`src/rtl/crc_hamming_corrector.sv`:
```
// Purpose : receive-side CRC check; bit-serial division forms the syndrome, then a
//           position search flips the single bit whose x^i mod GEN matches it.
// Latency : N+M-1 divide cycles, plus k+1 locate cycles for an error at bit k.
// Backpressure: one codeword in flight; in_ready only in IDLE, result held in DONE
//           until out_ready.
// Ports   : clk/rst (sync, active-high); data_in/in_valid/in_ready codeword input;
//           data_out/syndrome/error_detected/error_corrected/error_pos/out_valid/
//           out_ready result output.
module crc_hamming_corrector #(
    parameter int             N   = 11,
    parameter int             M   = 5,
    parameter logic [M-1:0]   GEN = 5'b10011
) (
    input  logic                        clk,
    input  logic                        rst,
    input  logic [N+M-2:0]              data_in,
    input  logic                        in_valid,
    output logic                        in_ready,
    output logic [N-1:0]                data_out,
    output logic [M-2:0]                syndrome,
    output logic                        error_detected,
    output logic                        error_corrected,
    output logic [$clog2(N+M-1)-1:0]    error_pos,
    output logic                        out_valid,
    input  logic                        out_ready
);

    localparam int CW = N + M - 1;        // codeword width
    localparam int R  = M - 1;            // CRC / syndrome width
    localparam int PW = $clog2(CW);       // bit-index width

    // Generator without its implicit x^(M-1) term: the feedback taps.
    localparam logic [R-1:0]  POLY = GEN[R-1:0];
    localparam logic [PW-1:0] LAST = PW'(CW - 1);

    typedef enum logic [1:0] {
        IDLE,
        DIVIDE,
        LOCATE,
        DONE
    } state_t;

    state_t         state;
    state_t         state_nxt;

    logic [CW-1:0]  cw;        // captured codeword, corrected in place
    logic [R-1:0]   rem;       // running remainder during division
    logic [R-1:0]   p;         // x^cnt mod GEN during the search
    logic [PW-1:0]  cnt;       // bit counter (divide) / candidate position (locate)

    logic           cur_bit;
    logic [R-1:0]   rem_nxt;
    logic [R-1:0]   p_nxt;
    logic           last_step;
    logic           hit;

    // Division consumes the codeword MSB first, so the bit index counts down.
    assign cur_bit   = cw[LAST - cnt];
    assign rem_nxt   = {rem[R-2:0], cur_bit} ^ (rem[R-1] ? POLY : '0);
    assign p_nxt     = {p[R-2:0], 1'b0} ^ (p[R-1] ? POLY : '0);
    assign last_step = (cnt == LAST);
    assign hit       = (p == syndrome);

    assign in_ready       = (state == IDLE);
    assign out_valid      = (state == DONE);
    assign data_out       = cw[CW-1:R];
    assign error_detected = |syndrome;

    always_ff @(posedge clk) begin
        if (rst) begin
            state <= IDLE;
        end else begin
            state <= state_nxt;
        end
    end

    always_comb begin
        state_nxt = state;
        case (state)
            IDLE: begin
                if (in_valid) begin
                    state_nxt = DIVIDE;
                end
            end
            DIVIDE: begin
                if (last_step) begin
                    state_nxt = (rem_nxt == '0) ? DONE : LOCATE;
                end
            end
            LOCATE: begin
                // A match on the final candidate still counts as a correction.
                if (hit || last_step) begin
                    state_nxt = DONE;
                end
            end
            DONE: begin
                if (out_ready) begin
                    state_nxt = IDLE;
                end
            end
            default: state_nxt = IDLE;
        endcase
    end

    always_ff @(posedge clk) begin
        if (rst) begin
            cw              <= '0;
            rem             <= '0;
            p               <= '0;
            cnt             <= '0;
            syndrome        <= '0;
            error_corrected <= 1'b0;
            error_pos       <= '0;
        end else begin
            case (state)
                IDLE: begin
                    if (in_valid) begin
                        cw  <= data_in;
                        rem <= '0;
                        cnt <= '0;
                    end
                end
                DIVIDE: begin
                    rem <= rem_nxt;
                    if (last_step) begin
                        // Search starts at bit 0 whose residue is x^0 = 1.
                        syndrome        <= rem_nxt;
                        cnt             <= '0;
                        p               <= R'(1);
                        error_corrected <= 1'b0;
                        error_pos       <= '0;
                    end else begin
                        cnt <= cnt + PW'(1);
                    end
                end
                LOCATE: begin
                    if (hit) begin
                        error_pos       <= cnt;
                        error_corrected <= 1'b1;
                        cw              <= cw ^ (CW'(1) << cnt);
                    end else if (last_step) begin
                        error_corrected <= 1'b0;
                        error_pos       <= '0;
                    end else begin
                        p   <= p_nxt;
                        cnt <= cnt + PW'(1);
                    end
                end
                default: begin
                end
            endcase
        end
    end

endmodule

```
`config.mk`:
```
export PLATFORM = sky130hd
export DESIGN_NAME = crc_hamming_corrector
export DESIGN_NICKNAME = d
export VERILOG_FILES = /design/src/rtl/crc_hamming_corrector.sv
export SDC_FILE = /design/constraint.sdc
export NUM_CORES = 1
export LEC_CHECK = 0
export CORE_MARGIN = 1
export CORE_UTILIZATION = 58
export CTS_CLUSTER_SIZE = 24
export DETAILED_ROUTE_END_ITERATION = 6
export GPL_TIMING_DRIVEN = 0
export MAX_ROUTING_LAYER = met4
export PLACE_DENSITY_LB_ADDON = 0.15
export SYNTH_ARGS = -nofsm -noshare
export SYNTH_HDL_FRONTEND = slang
export SYNTH_SLANG_ARGS = --single-unit
```
`constraint.sdc`:
```
create_clock -name clk -period 6.5 [get_ports clk]
set_input_delay 0.975 -clock clk [delete_from_list [all_inputs] [get_ports clk]]
set_output_delay 0.975 -clock clk [all_outputs]
set_load 0.01 [all_outputs]
```
=== Word-level counts from Yosys, hierarchy flattened ===
Index checks and enable logic that the tools add are counted.
Widths: inputs -> output; s select.

* Flip-flop bits (word level): 38
* Bits of input ports: 19

* Bitwise logic cells: 3
* Shifts and indexed selects: 1
* Add/sub/neg operators: 2
* Magnitude comparators: 1
* Reductions and logical operators: 14
* Mux-type cells: 29
* Equal/unequal tests: 12

{| class="wikitable"
|+ Operator list
! cell !! number
|-
| $mux 4 || 9
|-
| $mux 15 || 2
|-
| $pmux 15 s2 || 1
|-
| $pmux 4 s2 || 3
|-
| $shl 1x4->15 const A || 1
|-
| $xor 15x15->15 || 1
|-
| $mux 2 || 6
|-
| $ne 2x2->1 const B || 6
|-
| $pmux 4 s3 || 1
|-
| $reduce_and 4->1 || 3
|-
| $pmux 2 s4 || 1
|-
| $xor 4x2->4 || 2
|-
| $reduce_bool 2->1 || 3
|-
| $lt 4x5->1 const B || 1
|-
| $add 4x1->4 const B || 1
|-
| $bmux 1 s4 || 1
|-
| $eq 2x2->1 const B || 2
|-
| $eq 4x4->1 || 1
|-
| $eq 4x4->1 const B || 1
|-
| $logic_not 4->1 || 1
|-
| $mux 1 || 4
|-
| $reduce_and 2->1 || 2
|-
| $reduce_or 4->1 || 1
|-
| $sub 4x4->4 const A || 1
|-
| 7 further kinds || 7
|}

=== Longest topological paths before layout ===
Gate-level depths: netlist of run 1.

* Depth in word-level cells: 8
* Depth in mapped cells: 9

=== Worst setup path before layout of run 1 ===
Ideal clock, no wire load.

* Kind: reg-to-reg
* From: reg cnt[0]
* To: reg syndrome[0]
* Library setup time: 0.136 ns
* Cell stages (with the launch flop): 9
* Required time: 6.364 ns
* Path slack: 4.084 ns
* Arrival: 2.280 ns
* Clock period less this slack: 2.416 ns
* Cells stage by stage: dfxtp_1 -> ha_1 -> ha_1 -> buf_6 -> mux2_4 -> a221o_2 -> and4b_1 -> a2111oi_4 -> a311oi_2

* Longest elaborated chain between the ends: 4

{| class="wikitable"
|+ Ends and longest elaborated chain
! element !! RTL line !! text
|-
| start: declaration || 49 || <nowiki>logic [PW-1:0] cnt;</nowiki>
|-
| start signal: assignment || 133 || <nowiki>cnt <= cnt + PW'(1);</nowiki>
|-
| start signal: assignment || 146 || <nowiki>cnt <= cnt + PW'(1);</nowiki>
|-
| $sub 4x4->4 || 58 || <nowiki>assign cur_bit = cw[LAST - cnt];</nowiki>
|-
| $bmux 1 s4 || 58 ||
|-
| $mux 1 (implied by the code) || 58 ||
|-
| $xor 4x2->4 || 59 || <nowiki>assign rem_nxt = {rem[R-2:0], cur_bit} ^ (rem[R-1] ? POLY : '0);</nowiki>
|-
| end signal: assignment || 127 || <nowiki>syndrome <= rem_nxt;</nowiki>
|-
| end: declaration || 20 || <nowiki>output logic [M-2:0] syndrome,</nowiki>
|}

Parallel ways exist; a longest one is shown, timed or not. The select of a mux whose other input is x is not followed.
A chain may end at the register's enable or synchronous reset.

=== Worst setup path in the final report of run 1 ===
Same ends and word-level chain as after synthesis.

==> out/qor.csv, run 1 <==
stage,metric,value,unit
hold_path,min-delay-start,error_pos[2],
placement,gp_congestion,0.888,
timing,hold_viol,0,
global_route,grt_pass1_wl,10.4,mm
pwr,cellLeakagePower,1.16,nW
clock_tree,cts_tree,done,
timing,fin_crit,2.66,ns
timing,tightest_slew,0.770,ns
timing,fmax,376,MHz
timing,final.setup_skew,0.00692,ns
floorplanning,start_util,62.0,%
status,status,completed,
clock_tree,clock_latency,0.29,ns
clock_tree,cts_resized,0,
clock_tree,postCtsSetupBuffers,0,
detailed_routing,wl,6.37,mm
critical_path,cp-start-kind,flop,
floorplanning,die_area,4640,µm²
floorplanning,io_pins,42,
global_route,overflow,0,
clock_tree,cts_buffer_depth,2,
final_layout,fillers,313,
detailed_routing,dr.pass1.iters,4,
critical_path,critPathCaptureType,flop,
hold_path,hold_class,flop to flop,
timing,rsz0062_at_grt,no,
critical_path,max_stage_delay,0.61,ns
detailed_routing,drt_iter0_drc,222,
floorplanning,design.core.area,4090,µm²
logic_synthesis,syn-instance-count,302,
final_layout,final_common_cell,clkdlybuf4s50_1,
clock_tree,h-tree-depth,2,
detailed_routing,wl_per_cell,15.9,µm
logic_synthesis,synth-seq-cells,38,
final_layout,area_growth_syn_to_layout,22.4,%
job,drv_cap,0,
logic_synthesis,netlist_area,2530,µm²
final_layout,nets,379,
global_route,track_usage,31.2,%
timing,layout_worst_path_cycle_share,40.9,%
logic_synthesis,synthFlopType,dfxtp_1,
pwr,p_per_area,401,nW/µm²
critical_path,critical-path-slowest-cell,mux4_1,
timing,slew_headroom,48.7,%
pwr,ir_worst_vdd,229,µV
timing,tns,0,ns
detailed_routing,via_per_inst,6.05,
critical_path,required,6.67,ns
logic_synthesis,syn_avg_cell_area,8.39,µm²
logic_synthesis,synth_edf_count,0,
critical_path,setup.worst_path.start,cnt[0],
pwr,p_total,0.00124,W
clock_tree,cts.clk_slew.worst_paths,0.08,ns
detailed_routing,ant_nets,0,
logic_synthesis,yosysWarnings,0,
final_layout,drive_above_1_share,15.1,%
detailed_routing,vias,2427,
clock_tree,cts_root_buf,clkbuf_8,
critical_path,critPathKind,flop to flop,
floorplanning,die_h,68.1,µm
critical_path,cpMostUsedCell,ha_1,
floorplanning,num_rows,23,
critical_path,worstPathCellList,"ha_1, ha_1, buf_6, mux4_1, mux2i_4, nor3b_1, a2111oi_4, a311oi_2",
logic_synthesis,synth-seq-area-share,30.0,%
logic_synthesis,async_reset_ff_share,0,%
placement,io_buffers,41,
final_layout,diodes,0,
clock_tree,cts_hold_buf,0,
clock_tree,cts.sinks,38,
global_route,grt_pass1_vias,2174,
critical_path,arrival,2.83,ns
critical_path,worst-path-max-fanout,10,
critical_path,cp_num_buf_inv,1,
logic_synthesis,syn-num-nets,331,
logic_synthesis,ys_types,51,
detailed_routing,route.detailed.drc,0,
floorplanning,die_x,68.1,µm
clock_tree,numCtsBuffers,5,
final_layout,regArea,761,µm²
timing,finalSetupViolCount,0,
final_layout,layout_common_cells,"clkdlybuf4s50_1 (41), dfxtp_1 (38), nand2_1 (36)",
global_route,antenna_found_initial,0,
final_layout,multi_input_area,1530,µm²
critical_path,cp_top_family,multiplexers,
global_route,grt_max_degree,13,
timing,finalMaxSlewViolations,0,
placement,dp_hpwl,4.55,mm
critical_path,r2r-start,cnt[0],
[area by class of cell]
| cell class | instances | area share, % |
|---|---|---|
| timing repair buffer | 41 | 13.2 |
| sequential | 38 | 24.5 |
| buffer | 31 | 6.62 |
| inverter | 11 | 1.33 |
| tap | 50 | 2.02 |
| clock inverter | 2 | 0.403 |
| clock buffer | 6 | 2.66 |
| multi-input combinational | 222 | 49.2 |
[cells in the mapped netlist (all sizes together), types with 3 or more instances]
cell | n | area share [%]
nand3 | 14 | 2.8
a311oi | 3 | 1.3
mux2i | 8 | 3.7
nor3 | 5 | 0.99
dfxtp | 38 | 30
a21oi | 33 | 6.7
clkbuf | 13 | 3.1
ha | 10 | 4.9
nand2b | 7 | 1.7
nor2 | 14 | 2.1
xor2 | 6 | 2.1
a211oi | 13 | 6.4
inv | 11 | 1.6
nor3b | 4 | 1.2
o21ai | 20 | 4.0
nor2b | 5 | 1.2
buf | 18 | 5.0
nand2 | 36 | 5.3
nand4 | 11 | 2.7
a22oi | 4 | 1.2
[worst reg2reg max path: cells and delay by family (launching register included)]
family / cells / cell delay [ns]
buffers and inverters: 1 / 0.14
and+or+nand+nor: 1 / 0.11
DFF: 1 / 0.41
muxes: 2 / 0.82
AOI/OAI and AO/OA: 2 / 0.49
adders and majority gates: 2 / 0.57
[through the flow]
| step | area, µm² | setup slack, ns | std cells | hold slack (ns) | utilization (%) |
|---|---|---|---|---|---|
| 6_report | 3100 | 3.84 | 401 | 0.482 | 75.9 |
| 5_1_grt | 3100 | 3.70 | 401 | 0.504 | 75.9 |
| 4_1_cts | 3100 | 3.85 | 401 | 0.483 | 75.9 |
| 3_5_place_dp | 3010 | 3.87 | 393 | 0.466 | 73.6 |
| 3_3_place_gp | 3010 | 3.88 | 393 | 0.466 | 73.6 |
| 2_1_floorplan | 2530 | 4.08 | 302 | 0.470 | - |
[logic make-up (layout without fill, tap and decap cells)]
group           count (synthesis)  count (layout)  share of synthesized area (%)
compound gates                 86              86                           24.7
xor+xnor                        7               7                           2.42
fa+ha+maj                      10              10                           4.94
buf+inv                        42              91                           9.73
flops                          38              38                           30.0
mux                            11              11                           6.32
simple gates                  108             108                           21.9
[routing by layer]
metal | GRT usage (%) | vias to the layer above | share of wire (%)
li1 | - | 1163 | -
met1 | 41.1 | 1125 | 46
met2 | 47.2 | 122 | 44
met3 | 7.00 | 17 | 8.3
met4 | 9.38 | 0 | 2.0
met5 | - | - | 0
[flip-flops by register name (all words and copies together) (netlist names)]
register / flops
syndrome: 4
p: 4
error_pos: 4
rem: 4
error_corrected: 1
cw: 15
state: 2
cnt: 4
[report_power, final]
part	switching [W]	internal (W)	total, W
Combinational	0.000405	0.000330	0.000735
Clock	0.0000886	0.0000853	0.000174
Sequential	0.0000522	0.000283	0.000335
[worst paths after layout]
path	to	slack [ns]	cells past startpoint
setup / recovery	syndrome[0]	3.84	8
hold reg to reg	error_pos[2]	0.48	2
hold / removal	error_pos[2]	0.48	2
setup reg to reg	syndrome[0]	3.84	8
(Power assumes the default switching activity.)
==> run 2: changes to the inputs <==
CORE_UTILIZATION = 54   (was 58)
clock period = 2.5 ns   (was 6.5 ns; I/O delays follow)
==> out/qor.csv, run 2 (synthesis gave the netlist of run 1 again) <==
stage,metric,value,unit
detailed_routing,route.detailed.drc,5,
placement,io_buffers,41,
global_route,overflow,0,
critical_path,cp-endpoint,syndrome[0],
critical_path,critical-path-slowest-cell,dfxtp_4,
job,drv_cap,0,
clock_tree,clock_latency,0.30,ns
detailed_routing,wl_met1,3.01,mm
detailed_routing,wl,6.51,mm
floorplanning,io_pins,42,
clock_tree,cts.clk_slew.worst_paths,0.08,ns
detailed_routing,via_per_inst,5.87,
final_layout,regMostFlops,cw,
timing,fin_crit,2.43,ns
global_route,grt_pass1_vias,2223,
clock_tree,cts_hold_buf,0,
clock_tree,h-tree-depth,2,
critical_path,worstPathCellList,"ha_2, ha_4, buf_6, mux2_4, a221o_2, and4b_1, a2111oi_4, a311oi_2",
global_route,grt_max_degree,13,
clock_tree,cts_tree,done,
critical_path,arrival,2.59,ns
final_layout,final_util,72.4,%
clock_tree,cts_buffer_depth,2,
timing,hold-worst-slack,0.481,ns
critical_path,cp_top_family,compound AO/OA/AOI/OAI gates,
status,status,finished with violations,
detailed_routing,vias,2393,
critical_path,cp_num_buf_inv,1,
timing,final.setup_skew,0.00719,ns
final_layout,nets,384,
floorplanning,die_x,70.5,µm
timing,finalMaxSlewViolations,0,
critical_path,cp-start-kind,flop,
final_layout,area_growth_syn_to_layout,26.9,%
floorplanning,die_h,70.5,µm
timing,rsz0062_at_grt,no,
critical_path,r2r_setup_slack,0.07,ns
clock_tree,numCtsBuffers,5,
final_layout,largest_reg_flops,15,
critical_path,rr_worst_depth,8,
floorplanning,start_util,57.0,%
global_route,antenna_found_initial,0,
pwr,p_per_area,1070,nW/µm²
floorplanning,num_rows,24,
critical_path,setup.worst_path.start,cnt[1],
timing,slew_headroom,48.2,%
placement,dp_hpwl,4.61,mm
status,violations,design-rule violations,
detailed_routing,wl_met2,3.07,mm
timing,tns,0,ns
timing,finalSetupViolCount,0,
final_layout,final_common_cell,clkdlybuf4s50_1,
final_layout,diodes,0,
clock_tree,cts.sinks,38,
final_layout,fillers,350,
timing,tightest_slew,0.777,ns
timing,worst_slack,0.0721,ns
pwr,cellLeakagePower,1.20,nW
detailed_routing,top_layer,met4,
hold_path,hold_class,flop to flop,
critical_path,reg2reg_to,syndrome[0],
pwr,p_total,0.00343,W
critical_path,critPathCaptureType,flop,
critical_path,worst-path-max-fanout,6,
detailed_routing,ant_nets,0,
detailed_routing,drt_iter0_drc,189,
global_route,grt_pass1_wl,10.5,mm
placement,pre_cts_slack,-0.162,ns
critical_path,cp.depth,8,
final_layout,layout_common_cells,"clkdlybuf4s50_1 (41), nand2_1 (36), dfxtp_1 (35)",
pwr,ir_worst_vdd,487,µV
critical_path,critPathKind,flop to flop,
critical_path,required,2.67,ns
critical_path,max_stage_delay,0.37,ns
critical_path,r2r-start,cnt[1],
final_layout,drive_above_1_share,18.5,%
clock_tree,cts_root_buf,clkbuf_8,
timing,fmax,412,MHz
placement,gp_congestion,0.852,
floorplanning,die_area,4970,µm²
global_route,track_usage,28.1,%
floorplanning,design.core.area,4440,µm²
timing,hold_viol,0,
detailed_routing,wl_per_cell,16.0,µm
detailed_routing,dr.pass1.iters,6,
detailed_routing,dr_wl_met3,353,µm
timing,layout_worst_path_cycle_share,97.1,%
==> run 2: through the flow <==
step                      instance area, µm²  instances
final                                   3220        408
after global routing                    3220        408
after CTS                               3200        407
after detailed placement                3010        395
after global placement                  3010        395
after floorplan                         2530        302
==> run 2: layer usage <==
| layer | global-route usage, % | vias to the layer above |
|---|---|---|
| met3 | 4.76 | 7 |
| li1 | - | 1181 |
| met4 | 9.52 | 0 |
| met2 | 44.8 | 80 |
| met1 | 36.0 | 1125 |
| met5 | - | - |
==> run 2: layout make-up <==
class	instances	area, µm²	share of cell area, %
Multi-Input combinational cell	222	1530	47.7
Inverter	11	41.3	1.28
Buffer	30	208	6.46
Clock inverter	2	60.1	1.87
Timing Repair Buffer	47	455	14.2
Sequential cell	38	769	23.9
Tap cell	52	65.1	2.02
Clock buffer	6	82.6	2.57
==> run 2: worst min path at each step <==
stage | start | end | slack (ns) | cells after the start
after floorplan | rem[1] | syndrome[2] | 0.47 | 2
after detailed placement | error_pos[0] | error_pos[0] | 0.47 | 2
after global routing | error_pos[1] | error_pos[1] | 0.51 | 2
after global placement | error_pos[1] | error_pos[1] | 0.46 | 2
final | error_pos[3] | error_pos[3] | 0.48 | 2
after CTS | error_pos[0] | error_pos[0] | 0.48 | 2
==> run 2: what timing repair did <==
item                                    in CTS  in global routing
endpoints found under the setup margin       3                  3
gates resized for setup                      8                  3
setup buffers                                4                  2
pin swaps                                    2                  3
==> run 2: worst register-to-register path, delay by kind of cell (launching register included) <==
family | cells | cell delay, ns
fa+ha+maj | 2 | 0.47
compound gates | 3 | 0.84
mux | 1 | 0.29
buf+inv | 1 | 0.12
simple gates | 1 | 0.21
flops | 1 | 0.37
==> run 2: report_power, final <==
part	internal, W	switching [W]
registers	0.000737	0.000131
clock network	0.000426	0.000226
logic	0.000859	0.00105
